<file path="src/rtl/dac_output_conditioner_if.sv">
`default_nettype none
// ============================================================================
// Module   : dac_output_conditioner_if
// Purpose  : Bundles the command bus, sample stream and conditioned outputs
//            of dac_output_conditioner.
// Signals  : cmd_trig_in/cmd_addr_in/cmd_data_in  shared PC command bus
//            cmd_data_out                         registered read data
//            data0_in/data1_in/data_valid_in      requested samples
//            DAC0_out/DAC1_out                    conditioned samples
//            clamp_out/fault_out/state_out        status
// Modports : master drives commands and samples, slave is the conditioner.
// Revision : 1.0  initial release
// ============================================================================
interface dac_output_conditioner_if;
    logic        cmd_trig_in;
    logic [15:0] cmd_addr_in;
    logic [15:0] cmd_data_in;
    logic [15:0] cmd_data_out;
    logic [15:0] data0_in;
    logic [15:0] data1_in;
    logic        data_valid_in;
    logic [15:0] DAC0_out;
    logic [15:0] DAC1_out;
    logic [1:0]  clamp_out;
    logic        fault_out;
    logic [1:0]  state_out;

    modport master (
        output cmd_trig_in, cmd_addr_in, cmd_data_in,
        output data0_in, data1_in, data_valid_in,
        input  cmd_data_out, DAC0_out, DAC1_out, clamp_out, fault_out, state_out
    );

    modport slave (
        input  cmd_trig_in, cmd_addr_in, cmd_data_in,
        input  data0_in, data1_in, data_valid_in,
        output cmd_data_out, DAC0_out, DAC1_out, clamp_out, fault_out, state_out
    );
endinterface
`default_nettype wire

</file>
<file path="src/rtl/dac_output_conditioner.sv">
`default_nettype none
// ============================================================================
// Module   : dac_output_conditioner
// Purpose  : Two-channel window clamp plus slew limiter feeding the AD9783
//            DAC controller. Outputs ramp to 0 on stop or when the input
//            stream stalls (watchdog), and the block is programmed over the
//            shared PC command bus (writes on page CMD_BASE, reads on
//            page CMD_BASE+1).
// Ports    : clk_in  system clock, rising edge
//            rst_in  synchronous active-high reset
//            bus     dac_output_conditioner_if.slave (commands, samples,
//                    conditioned outputs, status)
// Options  : DAC_COND_READBACK_EN  when defined, reads return the register
//            map (index 6 = state, index 7 = fault); otherwise cmd_data_out
//            is tied to 0.
// Revision : 1.0  initial release
// ============================================================================
module dac_output_conditioner #(
    parameter logic [7:0]  CMD_BASE     = 8'h22,
    parameter logic [15:0] SLEW_DEFAULT = 16'h0100,
    parameter int          WDOG_CYCLES  = 1000
) (
    input wire clk_in,
    input wire rst_in,
    dac_output_conditioner_if.slave bus
);

    localparam int c_wdog_w = $clog2(WDOG_CYCLES + 1);
    localparam logic [c_wdog_w-1:0] c_wdog_last = c_wdog_w'(WDOG_CYCLES - 1);

    typedef enum logic [1:0] {
        S_IDLE    = 2'd0,
        S_RUN     = 2'd1,
        S_RAMPDN  = 2'd2,
        S_ILLEGAL = 2'd3
    } state_t;

    // ---------------------------------------------------------------- decode
    logic [7:0] w_page;
    logic [3:0] w_idx;
    logic       w_wr;
    logic       w_clr;
    logic       w_unused_addr;

    assign w_page        = bus.cmd_addr_in[15:8];
    assign w_idx         = bus.cmd_addr_in[3:0];
    assign w_wr          = bus.cmd_trig_in && (w_page == CMD_BASE);
    assign w_clr         = w_wr && (w_idx == 4'd5) && bus.cmd_data_in[1];
    assign w_unused_addr = ^bus.cmd_addr_in[7:4];

    // ------------------------------------------------------------- registers
    logic signed [15:0] r_max0, r_min0, r_max1, r_min1;
    logic [15:0]        r_step;
    logic               r_run;

    always_ff @(posedge clk_in) begin
        if (rst_in) begin
            r_max0 <= 16'sh7FFF;
            r_min0 <= -16'sh8000;
            r_max1 <= 16'sh7FFF;
            r_min1 <= -16'sh8000;
            r_step <= SLEW_DEFAULT;
            r_run  <= 1'b0;
        end else if (w_wr) begin
            case (w_idx)
                4'd0:    r_max0 <= bus.cmd_data_in;
                4'd1:    r_min0 <= bus.cmd_data_in;
                4'd2:    r_max1 <= bus.cmd_data_in;
                4'd3:    r_min1 <= bus.cmd_data_in;
                4'd4:    r_step <= bus.cmd_data_in;
                4'd5:    r_run  <= bus.cmd_data_in[0];
                default: ;
            endcase
        end
    end

    // --------------------------------------------------------- stage 1 clamp
    // The min test has priority, so an inverted window (min>max) yields min
    // for every sample below it.
    function automatic logic signed [15:0] f_clamp(input logic signed [15:0] x,
                                                   input logic signed [15:0] mn,
                                                   input logic signed [15:0] mx);
        if (x < mn)      return mn;
        else if (x > mx) return mx;
        else             return x;
    endfunction

    logic signed [15:0] w_c0, w_c1;
    logic signed [15:0] r_tgt0, r_tgt1;
    logic [1:0]         r_clamp;

    assign w_c0 = f_clamp(bus.data0_in, r_min0, r_max0);
    assign w_c1 = f_clamp(bus.data1_in, r_min1, r_max1);

    always_ff @(posedge clk_in) begin
        if (rst_in) begin
            r_tgt0  <= '0;
            r_tgt1  <= '0;
            r_clamp <= 2'b00;
        end else if (bus.data_valid_in) begin
            r_tgt0  <= w_c0;
            r_tgt1  <= w_c1;
            r_clamp <= {w_c1 != bus.data1_in, w_c0 != bus.data0_in};
        end
    end

    // ---------------------------------------------------------- stage 2 slew
    // 17-bit signed difference covers the full span of two 16-bit values and
    // -step for any step, so neither the compare nor the update can wrap.
    function automatic logic signed [15:0] f_slew(input logic signed [15:0] goal,
                                                  input logic signed [15:0] cur,
                                                  input logic [15:0]        step);
        logic signed [16:0] d;
        logic signed [16:0] s;
        logic signed [16:0] n;
        d = {goal[15], goal} - {cur[15], cur};
        s = {1'b0, step};
        if (d > s)       n = {cur[15], cur} + s;
        else if (d < -s) n = {cur[15], cur} - s;
        else             n = {goal[15], goal};
        return n[15:0];
    endfunction

    state_t             r_state;
    logic signed [15:0] w_goal0, w_goal1;
    logic signed [15:0] r_dac0, r_dac1;

    assign w_goal0 = (r_state == S_RUN) ? r_tgt0 : 16'sd0;
    assign w_goal1 = (r_state == S_RUN) ? r_tgt1 : 16'sd0;

    always_ff @(posedge clk_in) begin
        if (rst_in) begin
            r_dac0 <= '0;
            r_dac1 <= '0;
        end else begin
            r_dac0 <= f_slew(w_goal0, r_dac0, r_step);
            r_dac1 <= f_slew(w_goal1, r_dac1, r_step);
        end
    end

    // ------------------------------------------------------ FSM and watchdog
    logic [c_wdog_w-1:0] r_wdog;
    logic                r_fault;
    logic                w_timeout;

    // Fires on the WDOG_CYCLES-th consecutive cycle without data_valid_in.
    assign w_timeout = (r_state == S_RUN) && !bus.data_valid_in && (r_wdog == c_wdog_last);

    always_ff @(posedge clk_in) begin
        if (rst_in) begin
            r_state <= S_IDLE;
            r_wdog  <= '0;
            r_fault <= 1'b0;
        end else begin
            // Timeout takes precedence over a simultaneous clear.
            if (w_timeout)  r_fault <= 1'b1;
            else if (w_clr) r_fault <= 1'b0;

            case (r_state)
                S_IDLE: begin
                    r_wdog <= '0;
                    if (r_run && !r_fault) r_state <= S_RUN;
                end
                S_RUN: begin
                    if (w_timeout || !r_run) begin
                        r_state <= S_RAMPDN;
                        r_wdog  <= '0;
                    end else if (bus.data_valid_in) begin
                        r_wdog <= '0;
                    end else begin
                        r_wdog <= r_wdog + c_wdog_w'(1);
                    end
                end
                S_RAMPDN: begin
                    r_wdog <= '0;
                    if (r_dac0 == 16'sd0 && r_dac1 == 16'sd0) r_state <= S_IDLE;
                end
                default: begin
                    r_state <= S_IDLE;
                    r_wdog  <= '0;
                end
            endcase
        end
    end

    // -------------------------------------------------------------- readback
`ifdef DAC_COND_READBACK_EN
    logic        w_rd;
    logic [15:0] w_rdata;
    logic [15:0] r_rdata;

    assign w_rd = bus.cmd_trig_in && (w_page == CMD_BASE + 8'd1);

    always_comb begin
        w_rdata = 16'h0000;
        case (w_idx)
            4'd0:    w_rdata = r_max0;
            4'd1:    w_rdata = r_min0;
            4'd2:    w_rdata = r_max1;
            4'd3:    w_rdata = r_min1;
            4'd4:    w_rdata = r_step;
            4'd5:    w_rdata = {15'b0, r_run};
            4'd6:    w_rdata = {14'b0, r_state};
            4'd7:    w_rdata = {15'b0, r_fault};
            default: w_rdata = 16'h0000;
        endcase
    end

    always_ff @(posedge clk_in) begin
        if (rst_in)    r_rdata <= 16'h0000;
        else if (w_rd) r_rdata <= w_rdata;
    end

    assign bus.cmd_data_out = r_rdata;
`else
    assign bus.cmd_data_out = 16'h0000;
`endif

    assign bus.DAC0_out  = r_dac0;
    assign bus.DAC1_out  = r_dac1;
    assign bus.clamp_out = r_clamp;
    assign bus.fault_out = r_fault;
    assign bus.state_out = r_state;

endmodule
`default_nettype wire

</file>
<file path="src/flat_wrapper.sv">
// flat-port wrapper written by rule: the top's interface ports become plain ports
module dac_output_conditioner_flat 
#(
    parameter logic [7:0]  CMD_BASE     = 8'h22,
    parameter logic [15:0] SLEW_DEFAULT = 16'h0100,
    parameter int          WDOG_CYCLES  = 1000
)
  (clk_in, rst_in, bus_cmd_trig_in, bus_cmd_addr_in, bus_cmd_data_in, bus_data0_in, bus_data1_in, bus_data_valid_in, bus_cmd_data_out, bus_DAC0_out, bus_DAC1_out, bus_clamp_out, bus_fault_out, bus_state_out);
  dac_output_conditioner_if bus_i ();
  input wire clk_in;
  input wire rst_in;
  input wire logic [$bits(bus_i.cmd_trig_in)-1:0] bus_cmd_trig_in;
  input wire logic [$bits(bus_i.cmd_addr_in)-1:0] bus_cmd_addr_in;
  input wire logic [$bits(bus_i.cmd_data_in)-1:0] bus_cmd_data_in;
  input wire logic [$bits(bus_i.data0_in)-1:0] bus_data0_in;
  input wire logic [$bits(bus_i.data1_in)-1:0] bus_data1_in;
  input wire logic [$bits(bus_i.data_valid_in)-1:0] bus_data_valid_in;
  output wire logic [$bits(bus_i.cmd_data_out)-1:0] bus_cmd_data_out;
  output wire logic [$bits(bus_i.DAC0_out)-1:0] bus_DAC0_out;
  output wire logic [$bits(bus_i.DAC1_out)-1:0] bus_DAC1_out;
  output wire logic [$bits(bus_i.clamp_out)-1:0] bus_clamp_out;
  output wire logic [$bits(bus_i.fault_out)-1:0] bus_fault_out;
  output wire logic [$bits(bus_i.state_out)-1:0] bus_state_out;
  assign bus_i.cmd_trig_in = bus_cmd_trig_in;
  assign bus_i.cmd_addr_in = bus_cmd_addr_in;
  assign bus_i.cmd_data_in = bus_cmd_data_in;
  assign bus_i.data0_in = bus_data0_in;
  assign bus_i.data1_in = bus_data1_in;
  assign bus_i.data_valid_in = bus_data_valid_in;
  assign bus_cmd_data_out = bus_i.cmd_data_out;
  assign bus_DAC0_out = bus_i.DAC0_out;
  assign bus_DAC1_out = bus_i.DAC1_out;
  assign bus_clamp_out = bus_i.clamp_out;
  assign bus_fault_out = bus_i.fault_out;
  assign bus_state_out = bus_i.state_out;
  dac_output_conditioner #(.CMD_BASE(CMD_BASE), .SLEW_DEFAULT(SLEW_DEFAULT), .WDOG_CYCLES(WDOG_CYCLES)) u_core (.clk_in(clk_in), .rst_in(rst_in), .bus(bus_i));
endmodule
</file>
<file path="config.mk">
export PLATFORM = sky130hd
export DESIGN_NAME = dac_output_conditioner_flat
export DESIGN_NICKNAME = d
export VERILOG_FILES = /design/src/rtl/dac_output_conditioner_if.sv /design/src/rtl/dac_output_conditioner.sv /design/src/flat_wrapper.sv
export SDC_FILE = /design/constraint.sdc
export NUM_CORES = 1
export LEC_CHECK = 0
export BUFFER_PORTS_ARGS = -buffer_cell sky130_fd_sc_hd__buf_2
export CORE_ASPECT_RATIO = 1.5
export CORE_UTILIZATION = 30
export DETAILED_ROUTE_END_ITERATION = 10
export HOLD_SLACK_MARGIN = 0.06
export PLACE_DENSITY = 0.44
export SLEW_MARGIN = 20
export SYNTH_ARGS = -nofsm -noshare
export SYNTH_HDL_FRONTEND = slang
export SYNTH_SLANG_ARGS = --single-unit
</file>
<file path="constraint.sdc">
create_clock -name clk_in -period 5.15 [get_ports clk_in]
set_input_delay 0.7725 -clock clk_in [delete_from_list [all_inputs] [get_ports clk_in]]
set_output_delay 0.7725 -clock clk_in [all_outputs]
set_load 0.005 [all_outputs]
</file>
Yosys cells after proc, flatten, opt, wreduce, memory -nomap -nowiden
Index checks and enable logic that the tools add are counted.

operators by class
  eq/ne operators = 14
  reductions and logical operators = 24
  bitwise logic cells = 1
  multipliers = 0
  multiplexer cells = 16
  shifts and indexed selects = 0
  magnitude comparators = 8
  add/subtract/negate cells = 8
  div/mod/pow operators = 0

operators with widths
  cell                                                                      count
  16-bit 2-to-1 mux                                                         10
  17-bit greater-than comparator                                            2
  17-bit < comparator                                                       2
  16-bit by 16-bit subtractor with 17-bit output                            2
  16-bit adder                                                              2
  16-bit greater-than comparator                                            2
  16-bit logical NOT                                                        2
  16-bit < comparator                                                       2
  16-bit inequality test                                                    2
  16-bit subtractor                                                         2
  16-bit negator with 17-bit output                                         1
  2-bit AND reduction                                                       6
  10-bit by 1-bit adder with 10-bit output (second input constant)          1
  10-bit equality test (second input constant)                              1
  4-bit by 2-bit equality test with 1-bit output (second input constant)    2
  4-bit by 3-bit equality test with 1-bit output (second input constant)    2
  8-bit by 6-bit equality test with 1-bit output (second input constant)    1
  1-bit logical AND                                                         7
  2-bit 2-to-1 mux                                                          3
  2-bit one-hot mux with 3 select lines                                     1
  4-bit by 1-bit equality test with 1-bit output (second input constant)    1
  4-bit logical NOT                                                         1
  2-bit by 1-bit inequality test with 1-bit output (second input constant)  2
  4-bit OR reduction                                                        1
  other kinds (10)                                                          13

word-level totals
  memories kept = 0
  bits of input ports = 68
  bits in latches = 0
  logic and storage cells = 85
  memory bits (read-only) = 0
  bits in writable memories = 0
  register bits after elaboration = 160
  output and inout port bits = 53

Longest topological paths before layout
Gate-level depths: netlist (run 1).

  depth after elaboration = 6
  mapped depth = 26
  gate-level depth less buffers = 23

Least setup slack after synthesis (run 1)
No wires, ideal clock.

  kind = flip-flop to flip-flop
  start = register u_core.r_state[0] (netlist: u_core.bus.state_out[0])
  end = register u_core.r_dac1[3] (netlist: u_core.bus.DAC1_out[3])
  required time = 5.031 ns
  library setup time = 0.119 ns
  arrival time = 4.787 ns
  path buffers = 2
  stages on the path, launching flop included = 24
  clock period less this slack = 4.906 ns
  path slack = 0.244 ns
  cells stage by stage = dfxtp_1 > nor2b_1 > clkbuf_1 > nand2_1 > inv_1 > ha_1 > nor2b_1 > o21a_1 > o21ai_0 > a211oi_1 > a2111oi_0 > nor4_1 > nor2_1 > a21oi_1 > xor2_1 > ha_1 > and4_1 > o21ai_0 > o31ai_1 > mux2_2 > buf_2 > nor2_1 > a221oi_1 > o221a_1

between the ends
  longest elaborated chain between the ends = 6
  elaborated cells between the ends (all ways) = 7

ends and longest elaborated chain
  element                                           RTL line                       source
  start, declared                                   dac_output_conditioner.sv:124  state_t r_state;
  start signal, assigned                            dac_output_conditioner.sv:151  r_state <= S_IDLE;
  start signal, assigned                            dac_output_conditioner.sv:162  if (r_run && !r_fault) r_state <= S_RUN;
  start signal, assigned                            dac_output_conditioner.sv:166  r_state <= S_RAMPDN;
  2-bit by 1-bit equality test with 1-bit output *  dac_output_conditioner.sv:129  assign w_goal1 = (r_state == S_RUN) ? r_tgt1 : 16'sd0;
  16-bit 2-to-1 mux *                               dac_output_conditioner.sv:129
  16-bit by 16-bit subtractor with 17-bit output    dac_output_conditioner.sv:116  d = {goal[15], goal} - {cur[15], cur};
  17-bit < comparator                               dac_output_conditioner.sv:119  else if (d < -s) n = {cur[15], cur} - s;
  16-bit 2-to-1 mux                                 dac_output_conditioner.sv:119
  16-bit 2-to-1 mux *                               dac_output_conditioner.sv:118  if (d > s) n = {cur[15], cur} + s;
  end signal, assigned                              dac_output_conditioner.sv:137  r_dac1 <= f_slew(w_goal1, r_dac1, r_step);
  end, declared                                     dac_output_conditioner.sv:126  logic signed [15:0] r_dac0, r_dac1;

Every way passes the cells marked *; elsewhere a longest branch is shown, timed or not.
A chain may end at the register's enable or synchronous reset.

Worst setup path in the final report (run 1)
  start = register u_core.r_state[0] (netlist: u_core.bus.state_out[0])
  end = register u_core.r_dac0[11] (netlist: u_core.bus.DAC0_out[11])

between the ends
  longest elaborated chain between the ends = 6
  elaborated cells between the ends (all ways) = 7

ends and longest elaborated chain
  element                                           RTL line                       source
  2-bit by 1-bit equality test with 1-bit output *  dac_output_conditioner.sv:128  assign w_goal0 = (r_state == S_RUN) ? r_tgt0 : 16'sd0;
  16-bit 2-to-1 mux *                               dac_output_conditioner.sv:128
  16-bit by 16-bit subtractor with 17-bit output    dac_output_conditioner.sv:116
  17-bit < comparator                               dac_output_conditioner.sv:119
  16-bit 2-to-1 mux                                 dac_output_conditioner.sv:119
  16-bit 2-to-1 mux *                               dac_output_conditioner.sv:118
  end signal, assigned                              dac_output_conditioner.sv:136  r_dac0 <= f_slew(w_goal0, r_dac0, r_step);
  end, declared                                     dac_output_conditioner.sv:126

Marked as above.

==> results of run 1 <==
worst max-delay path, stage by stage (launching register included):
cell and delay (ns):
dfxtp_1 0.33, nor2b_4 0.23, buf_12 0.17, buf_4 0.17, and2_2 0.21, ha_1 0.27, a21o_1 0.19, or3_1 0.32
o21ai_2 0.17, a21oi_2 0.09, nand2b_1 0.14, a21oi_1 0.22, xnor2_1 0.20, ha_1 0.29, a21o_1 0.17, a2111oi_2 0.51
a32oi_4 0.20, and2_1 0.28, buf_4 0.21, a2111oi_1 0.36
metal layers:
metal / routed length [um] / vias up
li1: - / 7038
met1: 21600 / 6626
met2: 29300 / 322
met3: 1510 / 85
met4: 2430 / 0
met5: 0 / -
repair_timing:
action | in CTS | in global routing
resized for setup | 1 | 17
endpoints found under the setup margin | 11 | 32
hold buffers | 0 | 0
pin swaps | 0 | 2
state kept, by name (all words and copies together) (netlist names), 16 cells and up:
| register | cells |
|---|---|
| u_core.bus.DAC0_out | 16 |
| u_core.bus.DAC1_out | 16 |
| u_core.r_max0 | 16 |
| u_core.r_max1 | 16 |
| u_core.r_min0 | 16 |
| u_core.r_min1 | 16 |
| u_core.r_step | 16 |
| u_core.r_tgt0 | 16 |
| u_core.r_tgt1 | 16 |
synthesized netlist by cell type (all sizes together) (8+ instances only):
| library cell | instances |
|---|---|
| o21bai | 8 |
| a211oi | 33 |
| nor3 | 28 |
| buf | 37 |
| and2 | 22 |
| xor2 | 49 |
| or3 | 12 |
| nand2 | 215 |
| o21a | 17 |
| nand2b | 45 |
| xnor2 | 88 |
| a2111oi | 9 |
| a21oi | 168 |
| a221oi | 10 |
| clkbuf | 55 |
| a22o | 16 |
| nand4 | 31 |
| ha | 221 |
| nor4 | 31 |
| nand3 | 22 |
| inv | 170 |
| a221o | 24 |
| a21o | 23 |
| o21ai | 74 |
| o221ai | 8 |
| nor2 | 130 |
| nor2b | 25 |
| a31oi | 10 |
| dfxtp | 160 |
| o211ai | 71 |
cell families after synthesis:
logic type / share of synthesized area, %
fa+ha+maj: 19.3
xor+xnor: 8.01
simple gates: 19.5
compound gates: 24.0
mux: 0.568
other cells: 0.0250
buf+inv: 7.28
flops: 21.4
worst paths after layout:
path | start | end | slack [ns] | cells past startpoint
setup / recovery | u_core.bus.state_out[0]$_SDFFE_PP0P_ | u_core.bus.DAC0_out[11]$_SDFF_PP0_ | 0.31 | 19
hold / removal | u_core.r_wdog[0]$_SDFF_PP0_ | u_core.r_wdog[0]$_SDFF_PP0_ | 0.45 | 1
setup reg to reg | u_core.bus.state_out[0]$_SDFFE_PP0P_ | u_core.bus.DAC0_out[11]$_SDFF_PP0_ | 0.31 | 19
hold reg to reg | u_core.r_wdog[0]$_SDFF_PP0_ | u_core.r_wdog[0]$_SDFF_PP0_ | 0.45 | 1
power by group:
| part | switching, mW | total, mW | internal (mW) | leakage [nW] |
|---|---|---|---|---|
| sequential | 0.130 | 1.49 | 1.36 | 1.30 |
| combinational | 2.57 | 4.55 | 1.97 | 5.68 |
| clock | 0.594 | 1.49 | 0.891 | 0.321 |
per-stage QoR:
stage	hold WS [ns]	cells	utilization, %
finish	0.453	2694	35.1
global route	0.466	2694	35.1
CTS	0.457	2694	35.0
detailed placement	0.441	2662	33.6
global placement	0.438	2662	33.6
floorplan	0.418	1932	-
final cells by class:
class / instances / area [um2]
fill: 5228 / 31700
tap: 656 / 821
inverter: 170 / 638
sequential: 160 / 3200
multi-input combinational: 1510 / 10800
clock inverter: 12 / 203
timing repair buffer: 166 / 1040
clock buffer: 20 / 457
==> impl_metrics.py, run 1 <==
metrics = {
    "place": {
        "routabilityCongestion": 0.883,
        "place_area_um2": 16500,
        "hpwlAfterDp_um": 44500,
        "numPortBuffers": 100,
        "dp_slack_ns": -0.0262,
    },
    "route": {
        "first_iter_violations": 711,
        "drcViolationCount": 0,
        "antenna_left": 0,
        "finalWirelength_um": 54800,
        "viasPerCell": 5.22,
        "dr.pass1.iters": 5,
        "wire_per_inst_um": 20.3,
        "dr_total_vias": 14100,
    },
    "die": {
        "core_um2": 48900,
        "num_rows": 99,
        "io_pins": 121,
        "dieWidth_um": 184,
        "initial_utilization_pct": 30.6,
        "die_h_um": 276,
        "die_area_um2": 50800,
    },
    "run_status": {
        "run_status": "completed",
    },
    "yosys": {
        "synth_cell_types": 86,
        "synthCells": 1917,
        "async_flop_share_pct": 0,
        "mappedNetlistArea_um2": 15000,
        "syn_avg_cell_area_um2": 7.81,
        "synth_top_area_share_pct": 21.4,
        "yosysTopAreaCell": "dfxtp_1",
        "synth_ff_type": "dfxtp_1",
        "synth_edf_count": 0,
        "netlist_top_cells_area": "dfxtp_1 (21%), ha_1 (18%), a21oi_1 (5.6%)",
        "ys_seq_area_share_pct": 21.4,
        "yosys_warnings": 0,
        "ys_ff_latch": 160,
    },
    "critical_path": {
        "crit_arrival_ns": 5.19,
        "endpoint_kind": "register",
        "critPathKind": "reg -> reg",
        "worst_setup_path_start_kind": "register",
        "crit_fanout": 19,
        "critPathRequiredTime_ns": 5.50,
    },
    "sta": {
        "setup_violations": 0,
        "worst_slack_ns": 0.309,
        "rsz0062_at_grt": "false",
        "maxSlewHeadroom_pct": 35.9,
        "finalHoldViolCount": 0,
        "maxClockFrequency_mhz": 207,
        "drv_slew": 0,
        "post-route-period-util_pct": 94.0,
        "skew_ns": 0.0190,
        "post-route-min-period_ns": 4.84,
        "fin_tns_setup_ns": 0,
        "tightest_slew_ns": 0.962,
    },
    "clock_tree": {
        "cts_buffers": 17,
        "cts_tree": "done",
        "path_clk_slew_ns": 0.08,
        "cts_setup_buffers": 0,
        "cts_max_level": 4,
        "cts-root-buf": "clkbuf_16",
        "clk_latency_ns": 0.46,
        "clkSinkCount": 160,
        "clk_path_buf_depth": 2,
    },
    "finish": {
        "diodes": 0,
        "design_area_um2": 17200,
        "layout_commonest_cell": "ha_1",
        "nets": 2320,
        "layout-drive-gt1-share_pct": 12.1,
        "area_delta_synth_final_pct": 14.7,
        "most-common-layout-cells": "ha_1 (221), nand2_1 (215), inv_1 (170)",
    },
    "grt": {
        "grt_max_degree": 78,
        "grt_busiest_layer": "met2",
        "antenna_found_initial": 0,
        "grt-ovfl-total": 0,
        "grtUsageMet1_pct": 23.8,
        "grt_pass1_vias": 14000,
        "grt_first_pass_wirelength_um": 83300,
        "use_met2_pct": 42.4,
        "met3_usage_pct": 2.23,
        "grt_use_total_pct": 22.0,
    },
    "power_and_ir_drop": {
        "p_leak_nw": 7.30,
        "power.density_nw_per_um2": 438,
        "vdd_drop_max_mv": 0.220,
        "fin_total_pwr_mw": 7.52,
    },
    "min_path": {
        "hold_path.class": "reg -> reg",
    },
    "job": {
        "drv_cap": 0,
    },
}
Power figures use the tool's default switching activity.
==> run 2, diff against run 1 <==
--- a/config.mk
+++ b/config.mk
@@ -6,6 +6,7 @@
 export NUM_CORES = 1
 export LEC_CHECK = 0
 export BUFFER_PORTS_ARGS = -buffer_cell sky130_fd_sc_hd__buf_2
+export CAP_MARGIN = 25
 export CORE_ASPECT_RATIO = 1.5
 export CORE_UTILIZATION = 30
 export DETAILED_ROUTE_END_ITERATION = 10
==> constraint.sdc (replaced) <==
create_clock -name clk_in -period 4.3 [get_ports clk_in]
set_input_delay 0.645 -clock clk_in [delete_from_list [all_inputs] [get_ports clk_in]]
set_output_delay 0.645 -clock clk_in [all_outputs]
set_load 0.005 [all_outputs]
==> impl_metrics.py, run 2 (same netlist as run 1, synthesis figures left out) <==
metrics = {
    "grt": {
        "grt-ovfl-total": 0,
        "grt_pass1_vias": 15000,
        "grt_max_degree": 86,
        "grt_first_pass_wirelength_um": 87500,
        "antenna_found_initial": 0,
        "grt_use_total_pct": 23.0,
    },
    "critical_path": {
        "critPathTopFamily": "buffers and inverters",
        "rr_worst_depth": 35,
        "r2r_start": "u_core.bus.state_out[0]$_SDFFE_PP0P_",
        "critPathKind": "reg -> reg",
        "critPathMaxStageDelay_ns": 0.32,
        "crit_arrival_ns": 4.91,
        "timing.rr.end": "u_core.bus.DAC0_out[1]$_SDFF_PP0_",
        "critPathMostFrequentCell": "buf_4",
        "crit_slowest_cell": "dfxtp_2",
        "endpoint_kind": "register",
        "crit_buf_inv": 31,
        "worst_setup_path_start_kind": "register",
        "rrSetupSlack_ns": -0.30,
        "critPathRequiredTime_ns": 4.61,
        "crit_fanout": 5,
    },
    "finish": {
        "utilization_pct": 39.7,
        "most-common-layout-cells": "buf_4 (225), nand2_1 (207), ha_1 (206)",
        "diodes": 0,
        "nets": 2511,
        "area_delta_synth_final_pct": 29.8,
        "layout_commonest_cell": "buf_4",
        "layout-drive-gt1-share_pct": 25.0,
    },
    "sta": {
        "tightest_slew_ns": 0.825,
        "maxSlewHeadroom_pct": 44.3,
        "fin_tns_setup_ns": -3.85,
        "finalHoldViolCount": 0,
        "post-route-min-period_ns": 4.60,
        "holdWs_ns": 0.455,
        "drv_slew": 0,
        "post-route-period-util_pct": 107,
        "worst_slack_ns": -0.295,
        "setup_violations": 30,
        "maxClockFrequency_mhz": 218,
        "rsz0062_at_grt": "true",
        "skew_ns": 0.0194,
    },
    "route": {
        "antenna_left": 0,
        "finalWirelength_um": 58300,
        "dr.pass1.iters": 6,
        "first_iter_violations": 941,
        "drcViolationCount": 0,
        "viasPerCell": 5.24,
        "dr_total_vias": 15100,
        "wire_per_inst_um": 20.2,
    },
    "die": {
        "die_area_um2": 50800,
        "initial_utilization_pct": 30.6,
        "die_h_um": 276,
        "core_um2": 48900,
        "dieWidth_um": 184,
        "io_pins": 121,
        "num_rows": 99,
    },
    "min_path": {
        "hold_path_end": "u_core.r_max0[15]$_SDFFE_PP0P_",
        "hold_path.class": "reg -> reg",
        "hp-start": "u_core.r_max0[15]$_SDFFE_PP0P_",
        "whs_path_depth": 2,
    },
    "power_and_ir_drop": {
        "switching_share_pct": 43.4,
        "pwr-share-comb_pct": 69.1,
        "internal_power_mw": 5.99,
        "pwr-share-seq_pct": 16.4,
        "fin_total_pwr_mw": 10.6,
        "p_leak_nw": 8.46,
        "p_clk_share_pct": 14.5,
        "power.density_nw_per_um2": 544,
        "vdd_drop_max_mv": 0.234,
        "power.switching_mw": 4.59,
    },
    "clock_tree": {
        "cts_buffers": 17,
        "cts_max_level": 4,
        "cts_tree": "done",
        "path_clk_slew_ns": 0.07,
        "clkSinkCount": 160,
        "clk_latency_ns": 0.46,
        "clk_path_buf_depth": 2,
        "cts-root-buf": "clkbuf_16",
    },
    "place": {
        "routabilityCongestion": 0.902,
        "numPortBuffers": 100,
        "dp_slack_ns": -0.530,
        "hpwlAfterDp_um": 46000,
    },
    "run_status": {
        "run_status": "finished, violations left",
        "violations": "negative setup slack",
    },
    "job": {
        "drv_cap": 0,
    },
}
-- run 2: cell types whose count changed in the layout (fill, tap and decap cells not counted), sizes merged --
cell      delta
inv          -1
clkinv       +3
buf        +190
bufinv       -4
clkinvlp     +2
-- run 2: through the flow --
stage | std cells | instance area [um2]
after global placement | 2787 | 17400
final | 2884 | 19400
after CTS | 2865 | 18900
after floorplan | 1932 | 15100
after global routing | 2884 | 19400
after detailed placement | 2787 | 17400
-- run 2: area by class of cell --
type / instances / area [um2]
repair buffers: 357 / 2660
well taps: 656 / 821
clock inverters: 12 / 111
flip-flops and latches: 160 / 3210
inverters: 170 / 643
clock buffers: 19 / 443
fillers: 5090 / 29500
multi-input cells: 1510 / 11600
-- run 2: power groups by stage --
stage / Sequential [mW] / Combinational, mW / Clock [mW]
2_1_floorplan: 1.80 / 3.81 / 0
3_3_place_gp: 1.76 / 5.88 / 0
3_5_place_dp: 1.76 / 5.97 / 0
4_1_cts: 1.73 / 6.63 / 1.56
5_1_grt: 1.75 / 8.04 / 1.62
6_report: 1.73 / 7.32 / 1.54
-- run 2: worst max-delay path by stage --
stage	to	slack (ns)	from	cells past startpoint
floorplan	u_core.bus.DAC1_out[14]$_SDFF_PP0_	0.04	u_core.bus.state_out[0]$_SDFFE_PP0P_	23
global placement	u_core.bus.DAC1_out[10]$_SDFF_PP0_	-0.52	u_core.bus.state_out[0]$_SDFFE_PP0P_	22
detailed placement	u_core.bus.DAC1_out[10]$_SDFF_PP0_	-0.53	u_core.bus.state_out[0]$_SDFFE_PP0P_	22
CTS	u_core.bus.DAC0_out[4]$_SDFF_PP0_	-0.19	u_core.bus.state_out[0]$_SDFFE_PP0P_	22
global route	u_core.bus.DAC0_out[4]$_SDFF_PP0_	-0.48	u_core.bus.state_out[0]$_SDFFE_PP0P_	24
finish	u_core.bus.DAC0_out[1]$_SDFF_PP0_	-0.30	u_core.bus.state_out[0]$_SDFFE_PP0P_	35
-- run 2: worst reg2reg max path, delay by kind of cell, from the launching register on --
kind            cells  cell delay [ns]
compound gates      2             0.26
simple gates        2             0.20
flops               1             0.32
buf+inv            31             3.68
-- run 2: metal layers --
metal / GRT usage [%] / wire length (um) / part of all wire [%]
met1: 24.7 / 22400 / 38
met2: 44.1 / 31000 / 53
met3: 1.89 / 1640 / 2.8
met4: 12.4 / 3190 / 5.5
met5: 0 / 0 / 0
-- run 2: timing repair --
action | in CTS | in global routing
resized for setup | 125 | 75
cloned | 1 | 1
setup endpoints to repair | 32 | 32
hold buffers | 0 | 0
pin swaps | 55 | 57
hold endpoints to repair | 0 | 0
setup buffers | 47 | 22
